**src/rtl/ifetch_unit.sv**
```systemverilog
// ifetch_unit: fetches the word at cur_pc over a req/ack bus and presents it downstream via valid/ready.
module ifetch_unit #(
    parameter int TIMEOUT = 16
) (
    input  logic        clk,
    input  logic        reset,
    input  logic [31:0] cur_pc,
    output logic        pc_advance,
    input  logic        flush,
    output logic        mem_req,
    output logic [31:0] mem_addr,
    input  logic        mem_ack,
    input  logic [31:0] mem_rdata,
    output logic        insn_valid,
    output logic [31:0] insn,
    output logic [31:0] insn_pc,
    output logic        insn_fault,
    input  logic        insn_ready
);
    typedef enum logic [1:0] {IDLE, REQ, HOLD, DROP} state_t;
    localparam logic [7:0] LAST = 8'(TIMEOUT - 1);
    state_t state, state_n;
    logic [7:0] cnt, cnt_n, cnt_inc;
    logic req_n, valid_n, fault_n, adv_n, to;
    logic [31:0] addr_n, insn_n, ipc_n;
    assign to = cnt == LAST;
    assign cnt_inc = cnt == 8'hff ? cnt : cnt + 8'd1;
    always_ff @(posedge clk or posedge reset) begin
        if (reset) begin
            state      <= IDLE;
            cnt        <= '0;
            mem_req    <= 1'b0;
            mem_addr   <= '0;
            insn_valid <= 1'b0;
            insn       <= '0;
            insn_pc    <= '0;
            insn_fault <= 1'b0;
            pc_advance <= 1'b0;
        end else begin
            state      <= state_n;
            cnt        <= cnt_n;
            mem_req    <= req_n;
            mem_addr   <= addr_n;
            insn_valid <= valid_n;
            insn       <= insn_n;
            insn_pc    <= ipc_n;
            insn_fault <= fault_n;
            pc_advance <= adv_n;
        end
    end
    always_comb begin
        state_n = state;
        cnt_n   = cnt;
        req_n   = mem_req;
        addr_n  = mem_addr;
        valid_n = insn_valid;
        insn_n  = insn;
        ipc_n   = insn_pc;
        fault_n = insn_fault;
        adv_n   = 1'b0;
        case (state)
            IDLE: if (!flush) begin
                if (cur_pc[1:0] != 2'b00) begin
                    state_n = HOLD;
                    valid_n = 1'b1;
                    fault_n = 1'b1;
                    insn_n  = '0;
                    ipc_n   = cur_pc;
                end else begin
                    state_n = REQ;
                    addr_n  = cur_pc;
                    req_n   = 1'b1;
                    cnt_n   = '0;
                end
            end
            REQ: if (mem_ack) begin
                req_n   = 1'b0;
                state_n = flush ? IDLE : HOLD;
                if (!flush) begin
                    insn_n  = mem_rdata;
                    ipc_n   = mem_addr;
                    valid_n = 1'b1;
                    fault_n = 1'b0;
                    adv_n   = 1'b1;
                end
            end else if (to) begin
                // a flush landing on the expiring cycle just abandons the fetch
                req_n   = 1'b0;
                state_n = flush ? IDLE : HOLD;
                if (!flush) begin
                    insn_n  = '0;
                    ipc_n   = mem_addr;
                    valid_n = 1'b1;
                    fault_n = 1'b1;
                end
            end else begin
                cnt_n   = cnt_inc;
                state_n = flush ? DROP : REQ;
            end
            DROP: if (mem_ack || to) begin
                req_n   = 1'b0;
                state_n = IDLE;
            end else begin
                cnt_n = cnt_inc;
            end
            HOLD: if (flush) begin
                valid_n = 1'b0;
                fault_n = 1'b0;
                state_n = IDLE;
            end else if (insn_ready) begin
                valid_n = 1'b0;
                state_n = IDLE;
            end
            default: state_n = IDLE;
        endcase
    end
endmodule
```
**config.mk**
```make
export PLATFORM = sky130hd
export DESIGN_NAME = ifetch_unit
export DESIGN_NICKNAME = d
export VERILOG_FILES = /design/src/rtl/ifetch_unit.sv
export SDC_FILE = /design/constraint.sdc
export NUM_CORES = 1
export LEC_CHECK = 0
export BUFFER_PORTS_ARGS = -buffer_cell sky130_fd_sc_hd__clkbuf_2
export CORE_MARGIN = 1
export CORE_UTILIZATION = 35
export CTS_CLUSTER_DIAMETER = 40
export DETAILED_ROUTE_END_ITERATION = 7
export RECOVER_POWER = 50
export REMOVE_ABC_BUFFERS = 1
export SETUP_SLACK_MARGIN = 0.3
export SLEW_MARGIN = 40
export SYNTH_ARGS = -nofsm -noshare
export SYNTH_HDL_FRONTEND = slang
export SYNTH_SLANG_ARGS = --single-unit
```
**constraint.sdc**
```tcl
create_clock -name clk -period 3.4 [get_ports clk]
set_input_delay 0.51 -clock clk [delete_from_list [all_inputs] [get_ports clk]]
set_output_delay 0.51 -clock clk [all_outputs]
set_load 0.02 [all_outputs]
```
==> results of run 1 <==
cell usage in the layout, fill, tap and decap left out, types with 3 or more instances in the layout:
master and instances:
a31oi_1 3, o21ai_0 7, dfrtp_1 110, clkbuf_1 50
buf_4 7, nand2_1 10, mux2_4 30, and2_1 3
nand3_1 5, clkbuf_16 9, inv_1 7, nor3_1 4
nor2_1 7, clkinv_2 3, and3_1 32, clkbuf_2 118
a21oi_1 6, mux2_2 96
through the flow:
step / power (mW) / utilization / cell area [µm²]
floorplan: 2.66 / - / 4980
global placement: 3.12 / 0.438 / 6150
detailed placement: 3.16 / 0.438 / 6150
CTS: 4.20 / 0.458 / 6430
global route: 4.35 / 0.455 / 6380
finish: 4.10 / 0.455 / 6380
final cells by class:
class                   count  area, µm²
flip-flops and latches    110       2750
fillers                  1287       7660
repair buffers            178        886
inverters                   8       31.3
clock buffers              11        253
multi-input cells         231       2200
well taps                 180        225
clock inverters             5       32.5
sequential cells by signal, indices dropped and copies added, names as in the netlist:
register and cells:
insn_pc 32, mem_req 1, state 2, insn_fault 1, mem_addr 32, pc_advance 1, insn_valid 1, insn 32
cnt 8
power by group through the flow:
stage,clock network (mW),registers (mW),logic [mW]
after floorplan,0,2.17,0.490
after global placement,0,1.83,1.29
after detailed placement,0,1.85,1.31
after CTS,1.06,1.83,1.31
after global routing,1.11,1.88,1.36
final,1.02,1.83,1.26
cells by family (layout without fill, tap and decap cells):
family | count (synthesis) | in the layout | share of synthesized area
AO/OA/AOI/OAI | 30 | 30 | 0.0443
AND/OR/NAND/NOR | 72 | 72 | 0.0791
flip-flops | 110 | 110 | 0.538
adder cells (fa/ha/maj) | 2 | 2 | 0.00489
buffers and inverters | 33 | 202 | 0.0318
multiplexers | 127 | 127 | 0.302
Yosys cell counts (3+ instances only):
cell type  instances  area, µm²
nand3_1            5       25.0
nand2_1           10       37.5
clkbuf_1          17       63.8
and2_1             3       18.8
inv_1              8       30.0
buf_6              3       33.8
buf_4              4       30.0
a21oi_1            6       30.0
a31oi_1            3       18.8
mux2_2            96       1080
o21ai_0            7       35.0
mux2_4            30        450
dfrtp_1          110       2750
nor3_1             4       20.0
and3_1            32        200
nor2_1             7       26.3
routing by layer:
metal  track usage  share of wire
met1         0.188           0.43
met2         0.252           0.44
met3        0.0767           0.11
met4        0.0655          0.019
met5             0              0
critical path: stages (launching register included):
cell	delay, ns
dfrtp_1	0.41
ha_1	0.23
nand3_1	0.25
nor2_1	0.12
ha_1	0.21
a221oi_1	0.45
o2111ai_4	0.36
buf_8	0.26
buf_4	0.20
mux2_4	0.31
worst max path at each step:
stage | startpoint | endpoint | slack [ns] | cells after the start
final | cnt[0] | insn[13] | 0.48 | 9
after global placement | cnt[0] | insn[6] | 0.47 | 8
after CTS | cnt[0] | insn[13] | 0.36 | 8
after detailed placement | cnt[0] | insn[6] | 0.39 | 8
after global routing | cnt[0] | insn[13] | 0.36 | 9
after floorplan | state[0] | insn_pc[0] | -0.14 | 3
==> impl_metrics.toml, run 1 <==
[yosys]
yosys_warnings = 0
synth-main-ff-cell = "dfrtp_1"
async_reset_ff_frac = 1.00
synthCells = 374
synth.yosys.seq_area_share = 0.538
synth.distinct_cells = 38
synth_edf_count = 0
ys_ff_latch = 110
synth_area_per_cell_um2 = 13.7
syn_area_um2 = 5110

[routing]
via_count = 3571
routed_wl_um = 11600
drc = 0
routed_via_density = 4.94
drt-initial-drc-count = 93
dr.pass1.iters = 4
wl_per_cell_um = 16.1
antenna_left = 0

[timing]
fin_hold_ws_ns = 0.402
finalMaxSlewViolations = 0
period_share = 0.859
hold_viol = 0
fin_ws_ns = 0.481
finalSetupTns_ns = 0
setup_viol = 0
fin_crit_ns = 2.92
tightest_slew_ns = 1.26
fmax_mhz = 343
rsz0062_at_grt = "no"
slew_headroom = 0.156
skew_ns = 0.00595

[cells_and_area]
insertedDiodeCount = 0
layout-drive-gt1-share = 0.508
instances_no_fill = 723
area_growth_pct = 24.9
finish.net_count = 609

[worst_hold_path]
hold_path.class = "in2async"

[placement]
dp_slack_ns = 0.387
numPortBuffers = 168
dp.cells = 706
place_congestion = 0.747
hpwl_um = 8090

[grt]
track_usage = 0.161
overflow = 0
grt_pass1_vias = 3680
antenna_found_initial = 0
grt_start_max_net_pins = 86
grt_pass1_wl_um = 18600

[die]
dieWidth_um = 123
rows = 43
die_y_um = 123
core_um2 = 14000
start_util = 0.364
die-area_um2 = 15100
pin_count = 169

[clock_network]
ctsHoldBuffers = 0
cts-resized-gates = 0
clk_path_buf_depth = 2
cts.sinks = 110
cts.root.buffer_cell = "clkbuf_16"
htree_num_levels = 3
clkTransAtPathRegs_ns = 0.07
cts_buffers = 9
cts_setup_buffers = 0
clock_latency_ns = 0.35
cts_tree = "yes"

[power]
pwr-share-seq = 0.445
p_switching_mw = 1.43
p_comb_frac = 0.306
p_leak_nw = 3.15
p_int_mw = 2.68
power_density_nw_per_um2 = 642
power.share.switching = 0.348
vdd_ir_drop_max_uv = 488
p_clk_frac = 0.248

[worst_setup_path]
rr_worst_depth = 9
crit_path_start_kind = "flop"
r2r_end = "insn[13]"
endpoint_kind = "flop"
r2r_start = "cnt[0]"
r2r_setup_slack_ns = 0.48
worst-endpoint-arrival_ns = 3.15
critPathKind = "reg2reg"
cp_max_fo = 11
worstPathRequired_ns = 3.63

[status]
status = "finished clean"

[run]
max_cap_violations = 0
No activity file was read; power rests on OpenSTA's default activity.
==> inputs of run 2 (changes only) <==
Settings changed: CTS_BUF_LIST set to sky130_fd_sc_hd__clkbuf_16.
==> impl_metrics.toml, run 2 (synthesis gave the netlist of run 1 again) <==
[power]
power_density_nw_per_um2 = 637
vdd_ir_drop_max_uv = 489
report.power.total_mw = 4.06
p_leak_nw = 3.14

[cells_and_area]
fin_util = 0.453
reg_top3 = "insn x32, insn_pc x32, mem_addr x32"
final_common_cell = "clkbuf_2"
insertedDiodeCount = 0
finish.net_count = 609
layout-drive-gt1-share = 0.505
area_growth_pct = 24.5
layout_common_cells = "clkbuf_2 (118), dfrtp_1 (110), mux2_2 (96)"

[die]
rows = 43
die-area_um2 = 15100
core_um2 = 14000
pin_count = 169
die_y_um = 123
start_util = 0.364
dieWidth_um = 123

[timing]
finalMaxSlewViolations = 0
fmax_mhz = 346
hold_viol = 0
slew_headroom = 0.154
period_share = 0.851
tightest_slew_ns = 1.26
rsz0062_at_grt = "no"
fin_ws_ns = 0.507
skew_ns = 0.00577
setup_viol = 0
fin_crit_ns = 2.89

[routing]
via_count = 3572
drc = 0
drt-initial-drc-count = 79
highest_layer = "met4"
met3WireLength_um = 1310
wl_per_cell_um = 16.1
antenna_left = 0
met2_length_um = 5130
wl_met1_um = 4980
routed_wl_um = 11600
routed_via_density = 4.94
dr.pass1.iters = 4

[clock_network]
cts.root.buffer_cell = "clkbuf_16"
ctsHoldBuffers = 0
cts_tree = "yes"
clkTransAtPathRegs_ns = 0.07
cts-resized-gates = 0
htree_num_levels = 3
clk_path_buf_depth = 2
cts.sinks = 110
cts_setup_buffers = 0
clock_latency_ns = 0.35
cts_buffers = 9

[placement]
numPortBuffers = 168
place_congestion = 0.747
dp_slack_ns = 0.387
hpwl_um = 8090

[grt]
grt_pass1_wl_um = 18600
grt_pass1_vias = 3666
overflow = 0
antenna_found_initial = 0
grt_start_max_net_pins = 86
track_usage = 0.162

[worst_setup_path]
worstPathRequired_ns = 3.63
endpoint_kind = "flop"
rr_worst_depth = 9
cp-startpoint = "cnt[0]"
crit_buf_inv = 2
crit_path_start_kind = "flop"
critPathMostFrequentCell = "ha_1"
r2r_start = "cnt[0]"
cp_max_fo = 12
critical-path-top-delay-family = "compound AO/OA/AOI/OAI gates"
critical_path.slowest_cell = "a221oi_1"
crit_cells = 9
path_cells = "ha_1, nand3_1, nor2_1, ha_1, a221oi_1, o2111ai_4, buf_8, buf_4, mux2_4"
cpPeakStageDelay_ns = 0.45
worst-endpoint-arrival_ns = 3.12
critPathKind = "reg2reg"

[worst_hold_path]
hold_path.class = "in2async"

[run]
max_cap_violations = 0

[status]
status = "finished clean"
[run 2: worst paths after layout]
| path | slack [ns] | to |
|---|---|---|
| worst min register to register | 0.51 | mem_addr[1] |
| worst max register to register | 0.51 | insn[13] |
| max in group asynchronous | 2.00 | insn[30] |
| worst min-delay path | 0.40 | mem_addr[15] |
| worst max-delay path | 0.51 | insn[13] |
| min in group clk | 0.40 | mem_addr[9] |
[run 2: cell type report]
cell class | instances | area, µm²
fillers | 1290 | 7680
flip-flops and latches | 110 | 2750
multi-input cells | 231 | 2200
repair buffers | 178 | 886
clock buffers | 9 | 225
well taps | 180 | 225
clock inverters | 7 | 40.0
inverters | 8 | 31.3
[run 2: through the flow]
step	std cells	TNS (ns)	instance area [µm²]	hold slack, ns
after floorplan	349	-5.84	4980	0.472
after global placement	706	0	6150	0.488
after detailed placement	706	0	6150	0.494
after CTS	722	0	6410	0.126
after global routing	723	0	6360	0.391
final	723	0	6360	0.403
[run 2: worst register-to-register path, cell delays in order, from the launching register on]
cell and delay [ns]:
dfrtp_1 0.41, ha_1 0.23, nand3_1 0.25, nor2_1 0.12, ha_1 0.21, a221oi_1 0.45
o2111ai_4 0.33, buf_8 0.26, buf_4 0.20, mux2_4 0.31
[run 2: report_power, final]
part / switching [mW] / internal, mW / total, mW
Combinational: 0.736 / 0.521 / 1.26
Clock: 0.481 / 0.493 / 0.974
Sequential: 0.210 / 1.62 / 1.83
[run 2: layer usage]
| metal | GRT usage | vias up |
|---|---|---|
| li1 | - | 1666 |
| met2 | 0.255 | 142 |
| met1 | 0.189 | 1753 |
| met3 | 0.0748 | 11 |
| met4 | 0.0655 | 0 |
| met5 | 0 | - |
==> inputs of run 3 (changes only) <==
Settings changed: CORE_UTILIZATION 35 to 30.
==> impl_metrics.toml, run 3 (synthesis gave the netlist of run 1 again) <==
[status]
status = "finished, violations left"
violations = "capacitance limit, slew limit"

[cells_and_area]
layout-drive-gt1-share = 0.509
area_growth_pct = 26.2
reg_top3 = "insn x32, insn_pc x32, mem_addr x32"
finish.net_count = 610
fin_util = 0.389
layout_common_cells = "clkbuf_2 (120), dfrtp_1 (110), mux2_2 (96)"
insertedDiodeCount = 0
final_common_cell = "clkbuf_2"

[timing]
period_share = 0.838
fmax_mhz = 351
slew_headroom = -0.471
rsz0062_at_grt = "no"
setup_viol = 0
fin_crit_ns = 2.85
hold_viol = 0
finalSetupTns_ns = 0
tightest_slew_ns = 2.19
finalMaxSlewViolations = 49
skew_ns = 0.00564

[placement]
numPortBuffers = 168
hpwl_um = 8590
place_congestion = 0.862

[run]
max_cap_violations = 1

[clock_network]
cts_setup_buffers = 0
cts_buffers = 9
clkTransAtPathRegs_ns = 0.08
cts.root.buffer_cell = "clkbuf_16"
cts_tree = "yes"
htree_num_levels = 3
cts.sinks = 110
clock_latency_ns = 0.35
clk_path_buf_depth = 2
cts-resized-gates = 0
ctsHoldBuffers = 0

[grt]
grt_pass1_wl_um = 19900
antenna_found_initial = 0
grt_pass1_vias = 3802
overflow = 0
track_usage = 0.143
grt_start_max_net_pins = 49

[die]
die-area_um2 = 17600
pin_count = 169
dieWidth_um = 133
core_um2 = 16600
rows = 47
die_y_um = 133
start_util = 0.308

[worst_setup_path]
worst-endpoint-arrival_ns = 3.08
crit_path_start_kind = "flop"
path_cells = "ha_1, nand3_1, nor2_1, ha_1, a221oi_1, o2111ai_4, buf_8, buf_4, mux2_4"
worstPathRequired_ns = 3.63
cp_max_fo = 13
critPathKind = "reg2reg"
critical_path.slowest_cell = "a221oi_1"
critPathMostFrequentCell = "ha_1"
crit_buf_inv = 2
critical-path-top-delay-family = "compound AO/OA/AOI/OAI gates"
rr_worst_depth = 9
r2r_setup_slack_ns = 0.55
r2r_end = "insn[14]"
cpPeakStageDelay_ns = 0.43
r2r_start = "cnt[0]"
endpoint_kind = "flop"

[routing]
drt-initial-drc-count = 129
routed_via_density = 4.74
routed_wl_um = 12100
antenna_left = 0
dr.pass1.iters = 4
wl_per_cell_um = 15.8
via_count = 3621
drc = 0

[worst_hold_path]
min_to = "mem_addr[30]"
hold_path.class = "in2reg"
worstHoldStart = "cur_pc[30]"
hold_depth = 2

[power]
power_density_nw_per_um2 = 646
vdd_ir_drop_max_uv = 297
p_leak_nw = 3.15
run 3: changes by cell type in the layout (fill, tap and decap cells not counted), sizes merged:
cell      before  now
inv            8    9
bufinv         0    1
buf           10    8
clkbuf       177  180
clkinv         6    3
clkinvlp       1    2
run 3: cell type report:
type	instances	area (µm²)
fill	1634	10100
sequential	110	2750
multi-input combinational	231	2210
timing repair buffer	179	885
tap	220	275
clock buffer	9	225
clock inverter	7	72.6
inverter	8	31.3
run 3: how the worst max path moves through the flow:
stage,from,endpoint,slack [ns],depth (start not counted)
final,cnt[0],insn[14],0.55,9
after global routing,cnt[0],insn[14],0.36,9
after CTS,cnt[0],insn[14],0.39,8
after detailed placement,cnt[0],insn[14],0.41,8
after global placement,cnt[0],insn[20],0.49,8
after floorplan,state[0],insn_pc[0],-0.14,3
run 3: stage by stage:
step           setup WS (ns)  area, µm²  instances  total power [mW]  hold slack (ns)
2_1_floorplan         -0.140       4980        349              2.66            0.472
3_3_place_gp           0.486       6210        747              3.12            0.490
3_5_place_dp           0.414       6210        747              3.16            0.493
4_1_cts                0.386       6510        763              4.27            0.249
5_1_grt                0.365       6450        764              4.40            0.389
6_report               0.551       6450        764              4.17            0.405
run 3: report_power, final:
| group | leakage [nW] | internal, mW | switching [mW] |
|---|---|---|---|
| sequential | 1.39 | 1.62 | 0.212 |
| clock | 0.144 | 0.575 | 0.496 |
| combinational | 1.62 | 0.526 | 0.740 |
| total | 3.15 | 2.72 | 1.45 |
run 3: worst reg2reg max path: stages (launching register included):
cell	delay, ns
dfrtp_1	0.41
ha_1	0.24
nand3_1	0.25
nor2_1	0.12
ha_1	0.21
a221oi_1	0.43
o2111ai_4	0.32
buf_8	0.26
buf_4	0.19
mux2_4	0.31
run 3: per-layer routing:
layer / up-vias / share of wire / track usage
met5: - / 0 / 0
met4: 0 / 0.014 / 0.0460
met3: 14 / 0.071 / 0.0387
met2: 142 / 0.45 / 0.223
met1: 1791 / 0.46 / 0.191
li1: 1674 / - / -
